## src/rtl/laser_pkg.sv

```systemverilog
// laser_pkg: shared definitions for the LASER circle-placement engine and its checkers.
//   OBJ_NUM    points per pattern
//   RADIUS_SQ  coverage threshold on squared Euclidean distance (radius 4)
//   CNT_W      width of a 0..OBJ_NUM count
//   point_t    packed {y, x} point, 4 bits per coordinate
//   state_e    laser_score sequencing states
package laser_pkg;

  localparam int unsigned OBJ_NUM   = 40;
  localparam int unsigned RADIUS_SQ = 16;
  localparam int unsigned CNT_W     = $clog2(OBJ_NUM + 1);

  typedef struct packed {
    logic [3:0] y;
    logic [3:0] x;
  } point_t;

  typedef enum logic [1:0] {
    StIdle,
    StScore,
    StReport
  } state_e;

endpackage

```

## src/rtl/laser_cover_check.sv

```systemverilog
// laser_cover_check: combinational coverage test of one point against one circle centre.
//   pt       point under test {y, x}
//   ctr      circle centre {y, x}
//   covered  1 when dx^2 + dy^2 <= RADIUS_SQ
module laser_cover_check
  import laser_pkg::*;
#(
  parameter int unsigned RADIUS_SQ = laser_pkg::RADIUS_SQ
) (
  input  point_t pt,
  input  point_t ctr,
  output logic   covered
);

  logic [3:0] dx;
  logic [3:0] dy;
  logic [8:0] dist_sq;

  always_comb begin
    dx = (pt.x >= ctr.x) ? (pt.x - ctr.x) : (ctr.x - pt.x);
    dy = (pt.y >= ctr.y) ? (pt.y - ctr.y) : (ctr.y - pt.y);
    // 15^2 + 15^2 = 450 still fits in 9 bits, so no overflow is possible.
    dist_sq = (9'(dx) * 9'(dx)) + (9'(dy) * 9'(dy));
    covered = (dist_sq <= 9'(RADIUS_SQ));
  end

endmodule

```

## src/rtl/laser_score.sv

```systemverilog
// laser_score: downstream checker for LASER. Snoops the point stream into a capture buffer,
// and on an accepted DONE copies it to a score buffer, latches both centres and scores one
// point per cycle against both circles.
//   CLK, RST     clock; asynchronous active-high reset
//   IN_VALID     X/Y carry a valid point this cycle
//   X, Y         point coordinates
//   DONE         LASER result strobe; C1X..C2Y valid in the same cycle
//   C1X..C2Y     circle centres reported by LASER
//   BUSY         scoring in progress
//   SCORE_VALID  one-cycle pulse qualifying SCORE, C1_CNT, C2_CNT and ERR
//   SCORE        points covered by either circle (union, counted per point)
//   C1_CNT       points covered by circle 1
//   C2_CNT       points covered by circle 2
//   ERR          DONE arrived without a complete pattern
module laser_score #(
  parameter int unsigned OBJ_NUM   = laser_pkg::OBJ_NUM,
  parameter int unsigned RADIUS_SQ = laser_pkg::RADIUS_SQ
) (
  input  logic                           CLK,
  input  logic                           RST,
  input  logic                           IN_VALID,
  input  logic [3:0]                     X,
  input  logic [3:0]                     Y,
  input  logic                           DONE,
  input  logic [3:0]                     C1X,
  input  logic [3:0]                     C1Y,
  input  logic [3:0]                     C2X,
  input  logic [3:0]                     C2Y,
  output logic                           BUSY,
  output logic                           SCORE_VALID,
  output logic [$clog2(OBJ_NUM+1)-1:0]   SCORE,
  output logic [$clog2(OBJ_NUM+1)-1:0]   C1_CNT,
  output logic [$clog2(OBJ_NUM+1)-1:0]   C2_CNT,
  output logic                           ERR
);

  import laser_pkg::point_t;
  import laser_pkg::state_e;
  import laser_pkg::StIdle;
  import laser_pkg::StScore;
  import laser_pkg::StReport;

  localparam int unsigned CntW = $clog2(OBJ_NUM + 1);
  localparam int unsigned IdxW = $clog2(OBJ_NUM);

  // ---------------------------------------------------------------------------------------------
  // State
  // ---------------------------------------------------------------------------------------------
  state_e            state_q, state_d;
  logic [IdxW-1:0]   idx_q, idx_d;
  logic [CntW-1:0]   fill_q, fill_d;
  logic [CntW-1:0]   acc_u_q, acc_u_d;
  logic [CntW-1:0]   acc_1_q, acc_1_d;
  logic [CntW-1:0]   acc_2_q, acc_2_d;

  logic              valid_q, valid_d;
  logic              err_q, err_d;
  logic [CntW-1:0]   score_q, score_d;
  logic [CntW-1:0]   c1_cnt_q, c1_cnt_d;
  logic [CntW-1:0]   c2_cnt_q, c2_cnt_d;

  point_t            cap_buf_q   [OBJ_NUM];
  point_t            score_buf_q [OBJ_NUM];
  point_t            c1_q;
  point_t            c2_q;

  // ---------------------------------------------------------------------------------------------
  // Control decode
  // ---------------------------------------------------------------------------------------------
  logic            busy;
  logic            full;
  logic            accept;
  logic            reject;
  logic            last;
  logic            wr_en;
  logic [IdxW-1:0] wr_idx;
  point_t          in_pt;
  point_t          cur_pt;
  logic            cov1;
  logic            cov2;

  always_comb begin
    busy   = (state_q == StScore);
    full   = (fill_q == CntW'(OBJ_NUM));
    // REPORT counts as not busy so DONE can be taken at the minimum 41-cycle spacing.
    accept = DONE && !busy && full;
    reject = DONE && !busy && !full;
    last   = (idx_q == IdxW'(OBJ_NUM - 1));
    in_pt  = '{y: Y, x: X};
    cur_pt = score_buf_q[idx_q];
  end

  // ---------------------------------------------------------------------------------------------
  // Coverage tests against both latched centres
  // ---------------------------------------------------------------------------------------------
  laser_cover_check #(
    .RADIUS_SQ (RADIUS_SQ)
  ) u_cover_c1 (
    .pt      (cur_pt),
    .ctr     (c1_q),
    .covered (cov1)
  );

  laser_cover_check #(
    .RADIUS_SQ (RADIUS_SQ)
  ) u_cover_c2 (
    .pt      (cur_pt),
    .ctr     (c2_q),
    .covered (cov2)
  );

  // ---------------------------------------------------------------------------------------------
  // Capture fill logic
  // ---------------------------------------------------------------------------------------------
  always_comb begin
    fill_d = fill_q;
    wr_en  = 1'b0;
    wr_idx = fill_q[IdxW-1:0];
    if (accept || reject) begin
      // A point arriving with DONE starts the next pattern at entry 0.
      fill_d = '0;
      wr_idx = '0;
      if (IN_VALID) begin
        wr_en  = 1'b1;
        fill_d = CntW'(1);
      end
    end else if (IN_VALID && !full) begin
      wr_en  = 1'b1;
      fill_d = fill_q + CntW'(1);
    end
  end

  // ---------------------------------------------------------------------------------------------
  // FSM next-state, accumulators and registered outputs
  // ---------------------------------------------------------------------------------------------
  always_comb begin
    state_d  = state_q;
    idx_d    = idx_q;
    acc_u_d  = acc_u_q;
    acc_1_d  = acc_1_q;
    acc_2_d  = acc_2_q;
    valid_d  = 1'b0;
    err_d    = err_q;
    score_d  = score_q;
    c1_cnt_d = c1_cnt_q;
    c2_cnt_d = c2_cnt_q;

    unique case (state_q)
      StIdle, StReport: begin
        state_d = StIdle;
        if (accept) begin
          state_d = StScore;
          idx_d   = '0;
          acc_u_d = '0;
          acc_1_d = '0;
          acc_2_d = '0;
        end
      end
      StScore: begin
        acc_u_d = acc_u_q + CntW'(cov1 | cov2);
        acc_1_d = acc_1_q + CntW'(cov1);
        acc_2_d = acc_2_q + CntW'(cov2);
        idx_d   = idx_q + IdxW'(1);
        if (last) begin
          state_d  = StReport;
          valid_d  = 1'b1;
          err_d    = 1'b0;
          score_d  = acc_u_d;
          c1_cnt_d = acc_1_d;
          c2_cnt_d = acc_2_d;
        end
      end
      default: state_d = StIdle;
    endcase

    if (reject) begin
      valid_d  = 1'b1;
      err_d    = 1'b1;
      score_d  = '0;
      c1_cnt_d = '0;
      c2_cnt_d = '0;
    end
  end

  always_ff @(posedge CLK or posedge RST) begin
    if (RST) begin
      state_q  <= StIdle;
      idx_q    <= '0;
      fill_q   <= '0;
      acc_u_q  <= '0;
      acc_1_q  <= '0;
      acc_2_q  <= '0;
      valid_q  <= 1'b0;
      err_q    <= 1'b0;
      score_q  <= '0;
      c1_cnt_q <= '0;
      c2_cnt_q <= '0;
    end else begin
      state_q  <= state_d;
      idx_q    <= idx_d;
      fill_q   <= fill_d;
      acc_u_q  <= acc_u_d;
      acc_1_q  <= acc_1_d;
      acc_2_q  <= acc_2_d;
      valid_q  <= valid_d;
      err_q    <= err_d;
      score_q  <= score_d;
      c1_cnt_q <= c1_cnt_d;
      c2_cnt_q <= c2_cnt_d;
    end
  end

  // Buffer contents need no reset: fill and the FSM gate every use of them.
  always_ff @(posedge CLK) begin
    if (wr_en) begin
      cap_buf_q[wr_idx] <= in_pt;
    end
    if (accept) begin
      score_buf_q <= cap_buf_q;
      c1_q        <= '{y: C1Y, x: C1X};
      c2_q        <= '{y: C2Y, x: C2X};
    end
  end

  assign BUSY        = busy;
  assign SCORE_VALID = valid_q;
  assign ERR         = err_q;
  assign SCORE       = score_q;
  assign C1_CNT      = c1_cnt_q;
  assign C2_CNT      = c2_cnt_q;

endmodule

```

## config.mk

```make
export PLATFORM = sky130hd
export DESIGN_NAME = laser_score
export DESIGN_NICKNAME = d
export VERILOG_FILES = /design/src/rtl/laser_pkg.sv /design/src/rtl/laser_cover_check.sv /design/src/rtl/laser_score.sv
export SDC_FILE = /design/constraint.sdc
export NUM_CORES = 1
export LEC_CHECK = 0
export ABC_AREA = 1
export CAP_MARGIN = 10
export CORE_ASPECT_RATIO = 0.7
export CORE_UTILIZATION = 55
export DETAILED_ROUTE_END_ITERATION = 16
export PLACE_DENSITY = 0.72
export SLEW_MARGIN = 20
export SYNTH_ARGS = -nofsm -noshare
export SYNTH_HDL_FRONTEND = slang
export SYNTH_SLANG_ARGS = --single-unit
export TNS_END_PERCENT = 100
```

## constraint.sdc

```tcl
create_clock -name CLK -period 13.1 [get_ports CLK]
set_input_delay 3.275 -clock CLK [delete_from_list [all_inputs] [get_ports CLK]]
set_output_delay 3.275 -clock CLK [all_outputs]
set_load 0.005 [all_outputs]
```

==> flow_summary.ini <==
[global_route]
grtUsageTotal_pct = 23.98
grt_pass1_vias = 15958
grt_max_degree = 173
grt_pass1_wl_um = 95490
overflow = 0
antenna_found_initial = 3

[power]
pwr_density_cell_nw_per_um2 = 213.4
irDropWorstVdd_mv = 0.2229
leakagePower_uw = 0.01189

[run]
drv_cap = 0

[timing]
finalMaxSlewViolations = 0
tightest_slew_ns = 1.103
fin_crit_sh_pct = 72.36
rsz0062_at_grt = no
hold_viol_final = 0
slew_headroom_pct = 26.46
clock_skew_ns = 0.02304
period_minus_slack_ns = 9.479
finalSetupTns_ns = 0
final-setup-viol-count = 0
clock.fmax_mhz = 105.5

[setup_path]
worstSetupStartpoint = idx_q[0]
r2r_end = acc_u_q[4]
cp_slowest_cell = buf_4
cp.arrival_ns = 9.91
slowest_delay_ns = 0.75
crit_fanout = 76
r2r_start = idx_q[0]
crit_type = reg2reg
rrSetupSlack_ns = 3.62
worst-endpoint-required_ns = 13.53
cp-end-kind = flop
r2r_cells = 40
worst_setup_path_start_kind = flop

[logic_synthesis]
synth_seq_area_share_pct = 72.83
synth_area_um2 = 28840
yosysTopAreaCell = edfxtp_1
synth_commonest_cells = 656 x edfxtp_1, 306 x nand2_1, 260 x inv_1, 226 x nand3_1, 161 x nor2_1
yosys_warnings = 0
synth_ff_type = edfxtp_1
synth_top_area_share_pct = 68.31
synthesis.nets = 2272
synth_cell_type_count = 48
async_reset_ff_share_pct = 7.345
synth_most_common_cell = edfxtp_1
synth_edf_count = 656
avgSynthCellArea_um2 = 13.46
synth.area.top_cells = edfxtp_1 68%, dfrtp_1 4.5%, nand2_1 4.0%
ys_ff_latch = 708
syn_inst = 2143

[routing]
viasPerCell = 5.668
routed_wl_um = 62110
dr_wl_met2_um = 26470
routedWlPerCell_um = 21.34
highest_layer = met5
drc_errors = 0
vias = 16499
drt_iter0_drc = 2125
drtAntennaViolNets = 0
drt-pass1-iter-count = 6
met3_length_um = 6733
drt-met1-wl_um = 27980

[die]
rows = 69
initial_core_util_pct = 56.23
die_h_um = 193.6
ioPinCount = 49
design.die.area_um2 = 53360
die_x_um = 275.7
core_um2 = 51280

[placed_design]
dp_hpwl_um = 38280
port_buffers = 48
dp_cells = 2795
gp_congestion = 0.8747

[cts]
cts.reportedPaths.clkPinSlew_ns = 0.06
post-cts-setup-buffer-count = 0
clock_latency_ns = 0.59
cts_max_path_buffers = 3
ctsResizeCount = 0
cts-root-buf = clkbuf_16
htreeDepth = 3
ctsHoldBuffers = 0
cts_buffers = 66
cts.sinks = 708
cts_tree = done

[final_layout]
num_antenna_cells = 0
final_core_util_pct = 62.00
drive_gt1_share_pct = 9.164
nets = 2318
instances_no_fill = 2911
syn_to_final_growth_pct = 10.25

[outcome]
run_status = completed

[worst_hold_path]
holdPathEnd = score_buf_q[298]
hold_path_depth = 0
min-delay-start = cap_buf_q[298]
hold_class = reg2reg
## how the worst max path moves through the flow
stage	end	slack, ns
detailed placement	acc_u_q[4]	3.62
global placement	acc_1_q[4]	3.92
finish	acc_u_q[4]	3.62
floorplan	idx_q[2]	3.84
global route	acc_u_q[4]	2.83
CTS	acc_u_q[4]	3.61
## layer usage
metal  vias to the layer above  track usage [%]
li1                       7497                -
met1                      8085            37.97
met2                       835            33.36
met3                        80            6.244
met4                         2            5.013
met5                         -                0
## placed cells by master (no fill, tap or decap), types with 8 or more instances in the layout
| cell type | n |
|---|---|
| buf_4 | 9 |
| or2_2 | 24 |
| edfxtp_1 | 656 |
| inv_2 | 11 |
| clkbuf_16 | 68 |
| xor2_1 | 16 |
| nor2_1 | 160 |
| nand2_1 | 306 |
| inv_1 | 259 |
| buf_2 | 8 |
| o21ai_1 | 13 |
| o22ai_1 | 16 |
| dfrtp_1 | 50 |
| nand3_2 | 15 |
| nor2_2 | 9 |
| o221ai_1 | 8 |
| o21ai_0 | 76 |
| o211ai_1 | 17 |
| nand3_1 | 226 |
| fa_1 | 30 |
| clkinv_1 | 16 |
| ha_1 | 71 |
| o21ai_2 | 18 |
| clkdlybuf4s50_1 | 40 |
| clkbuf_1 | 13 |
| a21oi_1 | 10 |
| or2_1 | 10 |
## critical path, delay by kind of cell (launching register included)
family                     cells  cell delay, ns
AOI/OAI and AO/OA              3            0.48
xor gates and xnor gates       2            0.36
adders and majority gates     10            3.56
buffers and inverters          8            1.87
DFF                            1            0.66
and+or+nand+nor               17            2.35
## state kept, by name, summed over array words and instances, names as in the netlist
register     count
cap_buf_q      320
score_buf_q    320
c1_q             8
c2_q             8
C1_CNT           6
C2_CNT           6
SCORE            6
acc_1_q          6
acc_2_q          6
acc_u_q          6
fill_q           6
idx_q            6
state_q          2
ERR              1
SCORE_VALID      1
## area by class of cell
class                      count  area, um^2
clock inverter                35       291.5
tap                          674       843.3
inverter                     274        1035
timing repair buffer          59       539.3
clock buffer                  81        1750
fill                        3799       19490
sequential                   708       21010
multi-input combinational   1080        6329
## cells by family after synthesis
family,count (synthesis),synth area share [%]
buffers and inverters,355,5.254
AND/OR/NAND/NOR,776,12.10
adder cells (fa/ha/maj),101,5.163
AO/OA/AOI/OAI,181,3.987
XOR/XNOR,22,0.6682
flip-flops,708,72.83
## power by group
part / internal, uW / switching [uW]
clock network: 1020 / 818
logic: 899 / 1510
registers: 2490 / 48.1
total: 4410 / 2370
## metrics by stage
step | power, uW | cell area, um^2 | worst slack [ns] | hold slack (ns)
after floorplan | 4404 | 28840 | 3.837 | 0.4003
after global placement | 4919 | 29740 | 3.916 | 0.4003
after detailed placement | 4981 | 29740 | 3.623 | 0.4045
after CTS | 6821 | 31790 | 3.607 | 0.4093
after global routing | 7315 | 31790 | 2.834 | 0.4173
final | 6783 | 31790 | 3.621 | 0.4092
Note: power is estimated with default switching activity, not from simulation.
